[config.mk]
export PLATFORM = sky130hd
export DESIGN_NAME = lsu
export DESIGN_NICKNAME = d
export VERILOG_FILES = /design/src/rtl/lsu_pkg.sv /design/src/rtl/lsu_load_align.sv /design/src/rtl/lsu.sv
export SDC_FILE = /design/constraint.sdc
export NUM_CORES = 1
export LEC_CHECK = 0
export ABC_AREA = 1
export CORE_ASPECT_RATIO = 0.6
export CORE_MARGIN = 2
export CORE_UTILIZATION = 45
export CTS_CLUSTER_DIAMETER = 100
export DETAILED_ROUTE_END_ITERATION = 8
export PLACE_DENSITY = 0.87
export SYNTH_ARGS = -nofsm -noshare
export SYNTH_HDL_FRONTEND = slang
export SYNTH_SLANG_ARGS = --single-unit
export TNS_END_PERCENT = 100
[constraint.sdc]
create_clock -name clk -period 2.55 [get_ports clk]
set_input_delay 0.51 -clock clk [delete_from_list [all_inputs] [get_ports clk]]
set_output_delay 0.51 -clock clk [all_outputs]
set_load 0.02 [all_outputs]
[src/rtl/lsu_pkg.sv]
// lsu_pkg: shared definitions for the load/store unit.
//   - RAM capacity in bytes (requests at or above it fault)
//   - RV32I width codes, response cause codes, FSM state encoding
//   - decode_cause(): fault classification for one request
package lsu_pkg;

  localparam logic [31:0] MEM_CAP_BYTE = 32'h0000_1000;

  localparam logic [2:0] F3_B  = 3'b000;
  localparam logic [2:0] F3_H  = 3'b001;
  localparam logic [2:0] F3_W  = 3'b010;
  localparam logic [2:0] F3_BU = 3'b100;
  localparam logic [2:0] F3_HU = 3'b101;

  typedef enum logic [1:0] {
    CAUSE_OK       = 2'd0,
    CAUSE_MISALIGN = 2'd1,
    CAUSE_RANGE    = 2'd2,
    CAUSE_ILLEGAL  = 2'd3
  } cause_e;

  typedef enum logic {
    ST_IDLE      = 1'b0,
    ST_LOAD_WAIT = 1'b1
  } state_e;

  // Priority: illegal width code, then alignment, then address range.
  function automatic cause_e decode_cause(input logic        we,
                                          input logic [2:0]  funct3,
                                          input logic [31:0] addr);
    logic illegal;
    logic misaligned;
    logic out_of_range;
    if (we) illegal = funct3[2] || (funct3 == 3'b011);
    else    illegal = (funct3 == 3'b011) || (funct3 == 3'b110) || (funct3 == 3'b111);
    misaligned   = ((funct3[1:0] == 2'b01) && addr[0]) ||
                   ((funct3[1:0] == 2'b10) && (addr[1:0] != 2'b00));
    out_of_range = (addr >= MEM_CAP_BYTE);
    if (illegal)           return CAUSE_ILLEGAL;
    else if (misaligned)   return CAUSE_MISALIGN;
    else if (out_of_range) return CAUSE_RANGE;
    else                   return CAUSE_OK;
  endfunction

endpackage

[src/rtl/lsu_load_align.sv]
// lsu_load_align: picks the addressed byte/halfword/word out of a RAM read
// word and sign- or zero-extends it according to the load width code.
//   rdata   in  32  RAM read word
//   offset  in  2   byte offset of the load within the word
//   funct3  in  3   load width code (LB/LH/LW/LBU/LHU)
//   result  out 32  extended load result
module lsu_load_align
  import lsu_pkg::*;
(
  input  logic [31:0] rdata,
  input  logic [1:0]  offset,
  input  logic [2:0]  funct3,
  output logic [31:0] result
);

  logic [31:0] shifted;

  assign shifted = rdata >> {offset, 3'b000};

  always_comb begin
    result = shifted;
    case (funct3)
      F3_B:    result = {{24{shifted[7]}}, shifted[7:0]};
      F3_BU:   result = {24'h0, shifted[7:0]};
      F3_H:    result = {{16{shifted[15]}}, shifted[15:0]};
      F3_HU:   result = {16'h0, shifted[15:0]};
      default: result = shifted;
    endcase
  end

endmodule

[src/rtl/lsu.sv]
// lsu: load/store unit between execute and the unified RAM data port.
// Accepts one request at a time, drives RAM address / lane enables /
// replicated store data combinationally in the accept cycle, and returns a
// single-cycle response with the extended load result or a fault cause.
//   clk, rst                      clock, synchronous active-high reset
//   req_valid/req_ready           request handshake
//   req_we, req_funct3            store flag, RV32I width code
//   req_addr, req_wdata           byte address, right-aligned store data
//   resp_valid/rdata/cause        response pulse, load data, fault cause
//   mem_addr/we/wdata, mem_rdata  RAM port (read data registered by RAM)
//
// state        | meaning
// -------------+-------------------------------------------------------
// ST_IDLE      | ready for a request; stores and faults respond from here
// ST_LOAD_WAIT | load issued, RAM read word arrives this cycle
module lsu
  import lsu_pkg::*;
(
  input  logic        clk,
  input  logic        rst,
  input  logic        req_valid,
  output logic        req_ready,
  input  logic        req_we,
  input  logic [2:0]  req_funct3,
  input  logic [31:0] req_addr,
  input  logic [31:0] req_wdata,
  output logic        resp_valid,
  output logic [31:0] resp_rdata,
  output logic [1:0]  resp_cause,
  output logic [31:0] mem_addr,
  output logic [3:0]  mem_we,
  output logic [31:0] mem_wdata,
  input  logic [31:0] mem_rdata
);

  state_e      state_q, state_d;
  logic [1:0]  off_q, off_d;
  logic [2:0]  f3_q, f3_d;
  logic [31:0] addr_q, addr_d;
  logic        resp_valid_d;
  logic [31:0] resp_rdata_d;
  logic [1:0]  resp_cause_d;
  logic        accept;
  cause_e      cause;
  logic [31:0] load_result;

  assign req_ready = (state_q == ST_IDLE);
  // Requests presented while reset is held are ignored so RAM is never written.
  assign accept    = req_valid && req_ready && !rst;
  assign cause     = decode_cause(req_we, req_funct3, req_addr);

  lsu_load_align u_align (
    .rdata  (mem_rdata),
    .offset (off_q),
    .funct3 (f3_q),
    .result (load_result)
  );

  always_comb begin
    state_d      = state_q;
    off_d        = off_q;
    f3_d         = f3_q;
    addr_d       = addr_q;
    resp_valid_d = 1'b0;
    resp_rdata_d = resp_rdata;
    resp_cause_d = resp_cause;
    mem_addr     = addr_q;
    mem_we       = 4'b0000;
    mem_wdata    = req_wdata;

    if (accept) begin
      addr_d   = {req_addr[31:2], 2'b00};
      mem_addr = addr_d;
      case (req_funct3[1:0])
        2'b00:   mem_wdata = {4{req_wdata[7:0]}};
        2'b01:   mem_wdata = {2{req_wdata[15:0]}};
        default: mem_wdata = req_wdata;
      endcase
      if (req_we && (cause == CAUSE_OK)) begin
        case (req_funct3[1:0])
          2'b00:   mem_we = 4'b0001 << req_addr[1:0];
          2'b01:   mem_we = 4'b0011 << req_addr[1:0];
          default: mem_we = 4'b1111;
        endcase
      end
    end

    case (state_q)
      ST_IDLE: begin
        if (accept) begin
          if (req_we || (cause != CAUSE_OK)) begin
            resp_valid_d = 1'b1;
            resp_rdata_d = 32'h0;
            resp_cause_d = cause;
          end else begin
            off_d   = req_addr[1:0];
            f3_d    = req_funct3;
            state_d = ST_LOAD_WAIT;
          end
        end
      end
      ST_LOAD_WAIT: begin
        resp_valid_d = 1'b1;
        resp_rdata_d = load_result;
        resp_cause_d = CAUSE_OK;
        state_d      = ST_IDLE;
      end
      default: state_d = ST_IDLE;
    endcase
  end

  always_ff @(posedge clk) begin
    if (rst) begin
      state_q    <= ST_IDLE;
      off_q      <= 2'b00;
      f3_q       <= 3'b000;
      addr_q     <= 32'h0;
      resp_valid <= 1'b0;
      resp_rdata <= 32'h0;
      resp_cause <= 2'b00;
    end else begin
      state_q    <= state_d;
      off_q      <= off_d;
      f3_q       <= f3_d;
      addr_q     <= addr_d;
      resp_valid <= resp_valid_d;
      resp_rdata <= resp_rdata_d;
      resp_cause <= resp_cause_d;
    end
  end

endmodule

==> flow_summary.toml <==
[grt]
grt_max_degree = 67
grt_usage_pct = 27.8
antenna_found_initial = 0
grt_overflow_total = 0
grt_pass1_vias = 4790
grt_pass1_wl_um = 23800

[floorplan]
coreArea_um2 = 9360
fp-row-count = 27
die_y_um = 80.8
ios = 207
start_util_pct = 47.3
die_w_um = 132
die_area_um2 = 10700

[final_layout]
nets = 944
antenna_cells = 0
area_delta_synth_final_pct = 57.2
drive_gt1_share_pct = 26.1
fill_cells = 703
fin_area_um2 = 6950

[routing]
via_per_inst = 5.27
detail-route-antenna-nets = 0
drt_iter0_drc = 377
routedWlPerCell_um = 15.5
via_count = 5146
first_pass_iters = 6
drt-total-wl_um = 15100
drc = 0

[clock_network]
clk_pin_slew_ns = 0.06
clkSinkCount = 73
cts_root_buf = "clkbuf_16"
clock_path_buffers = 2
cts_tree = "done"
clk_latency_ns = 0.34
numCtsBuffers = 9
htreeDepth = 3

[placement]
gp_congestion = 0.965
dpl.hpwl_um = 11100
portBuffers = 206
dpl-instance-area_um2 = 6670

[sta]
slew_headroom_pct = 42.9
finalCriticalPeriod_ns = 2.51
tightest_slew_ns = 0.857
max_freq_mhz = 399
rsz0062_at_grt = "yes"
hold_violations = 0
finalCritPeriodShare_pct = 98.4
fin_skew_ns = 0.00783
drv_slew = 0
final-setup-viol-count = 0

[outcome]
outcome = "finished clean"

[yosys]
syn_area_per_cell_um2 = 7.07
synthCells = 625
ys_seq_area_share_pct = 33.1
ys_ff_latch = 73
ys_types = 32
synth_area_um2 = 4420
ys_warn_count = 0
synth.net_count = 728

[power_and_ir_drop]
power.density_nw_per_um2 = 463
leakage_nw = 3.10
power_w = 0.00322
vdd_drop_max_uv = 458

[worst_hold_path]
min_path_cells = 4
min_path_type = "in -> reg"

[setup_path]
worstPathMaxFanout = 31
crit_path_start_kind = "input pin"
end_kind = "output port"
cp.arrival_ns = 2.00
reg2reg_depth = 8
cp.required_ns = 2.04
path_class = "in -> out"

[run]
cap_violations = 0
final cells by class:
type                            instances  area [um2]  share of cell area [%]
Inverter                               72         275                    3.96
Tap cell                              130         163                    2.34
Clock inverter                          7        77.6                    1.12
Multi-Input combinational cell        433        2440                    35.0
Sequential cell                        73        1460                    21.0
Timing Repair Buffer                  252        2310                    33.3
Clock buffer                            9         225                    3.24
critical path, cell delays in order:
cell             delay [ns]
clkdlybuf4s50_1        0.44
nand2_2                0.14
inv_2                  0.08
buf_12                 0.16
or2_2                  0.29
o21ai_2                0.07
inv_1                  0.05
clkdlybuf4s15_2        0.25
through the flow:
stage,utilization [%],hold WS [ns],setup TNS (ns),worst slack (ns),cells
2_1_floorplan,-,0.505,0,0.433,625
3_3_place_gp,71.3,0.462,-17.45,-0.453,956
3_5_place_dp,71.3,0.466,-20.30,-0.539,956
4_1_cts,74.4,0.457,-0.0327,-0.0178,974
5_1_grt,74.3,0.484,-0.182,-0.0631,976
6_report,74.3,0.457,0,0.0411,976
path summary, 6_finish.rpt:
kind	start	endpoint	slack, ns
setup / recovery	req_valid	mem_addr[17]	0.04
hold / removal	rst	resp_cause[1]$_SDFFE_PP0P_	0.46
setup reg to reg	off_q[0]$_SDFFE_PP0P_	resp_rdata[27]$_SDFFE_PP0P_	0.67
hold reg to reg	resp_rdata[14]$_SDFFE_PP0P_	resp_rdata[14]$_SDFFE_PP0P_	0.47
power breakdown:
part / internal, W / switching [W] / total, W
Combinational: 0.000353 / 0.000397 / 0.000750
Clock: 0.000767 / 0.000519 / 0.00129
Sequential: 0.00117 / 0.00000712 / 0.00118
layout by cell type (no fill, tap or decap), drive strengths merged, types with 9 or more instances in the layout:
cell,instances
a21oi,45
or2,30
clkdlybuf4s15,20
dfxtp,73
nand2,131
inv,73
buf,64
o21ai,70
clkbuf,24
nand3,81
dlygate4sd2,11
nor2,56
dlymetal6s2s,9
clkdlybuf4s50,133
state kept, by name, indices dropped and copies added, names as in the netlist:
signal and count:
off_q 2, addr_q 32, resp_valid 1, state_q 1, resp_cause 2, f3_q 3, resp_rdata 32
logic make-up after synthesis:
logic type / Yosys count / synth area share (%)
compound gates: 123 / 16.9
buf+inv: 119 / 13.1
flops: 73 / 33.1
mux: 7 / 1.58
simple gates: 303 / 35.4
repair_timing:
action                     in CTS  in global routing
pin swaps                       7                 11
hold buffers                    0                  0
buffers inserted                2                  2
setup endpoints to repair      60                 52
gates resized for setup       160                 65
synth_stat cells:
master	count	share of area, %
dfxtp_1	73	33
nand2_8	1	0.45
mux2i_1	7	1.6
buf_2	9	1.0
nand2_2	4	0.57
nor2_4	3	0.76
nand3_2	29	6.6
nand2_1	124	11
o21ai_0	54	6.1
o21ai_2	3	0.59
or2_0	14	2.0
a21oi_1	16	1.8
nor2_2	3	0.42
o22ai_1	8	1.1
nor2_1	50	4.2
inv_2	5	0.42
o21ai_1	13	1.5
nand2_4	2	0.51
inv_1	65	5.5
buf_1	1	0.085
a21oi_2	29	5.7
buf_4	11	1.9
clkbuf_1	19	1.6
nand4_1	3	0.42
nand3_4	2	0.79
or2_2	16	2.3
nor3_1	1	0.11
clkinv_1	2	0.17
buf_6	4	1.0
nand3_1	50	5.7
buf_12	3	1.4
and2_0	1	0.14
metal layers:
metal / global-route usage [%] / wire [um] / share of wire, %
met3: 9.36 / 1700 / 11
met1: 35.1 / 6420 / 43
met4: 8.15 / 222 / 1.5
met2: 45.6 / 6750 / 45
met5: 0 / 0 / 0
Note: power is estimated with default switching activity, not from simulation.
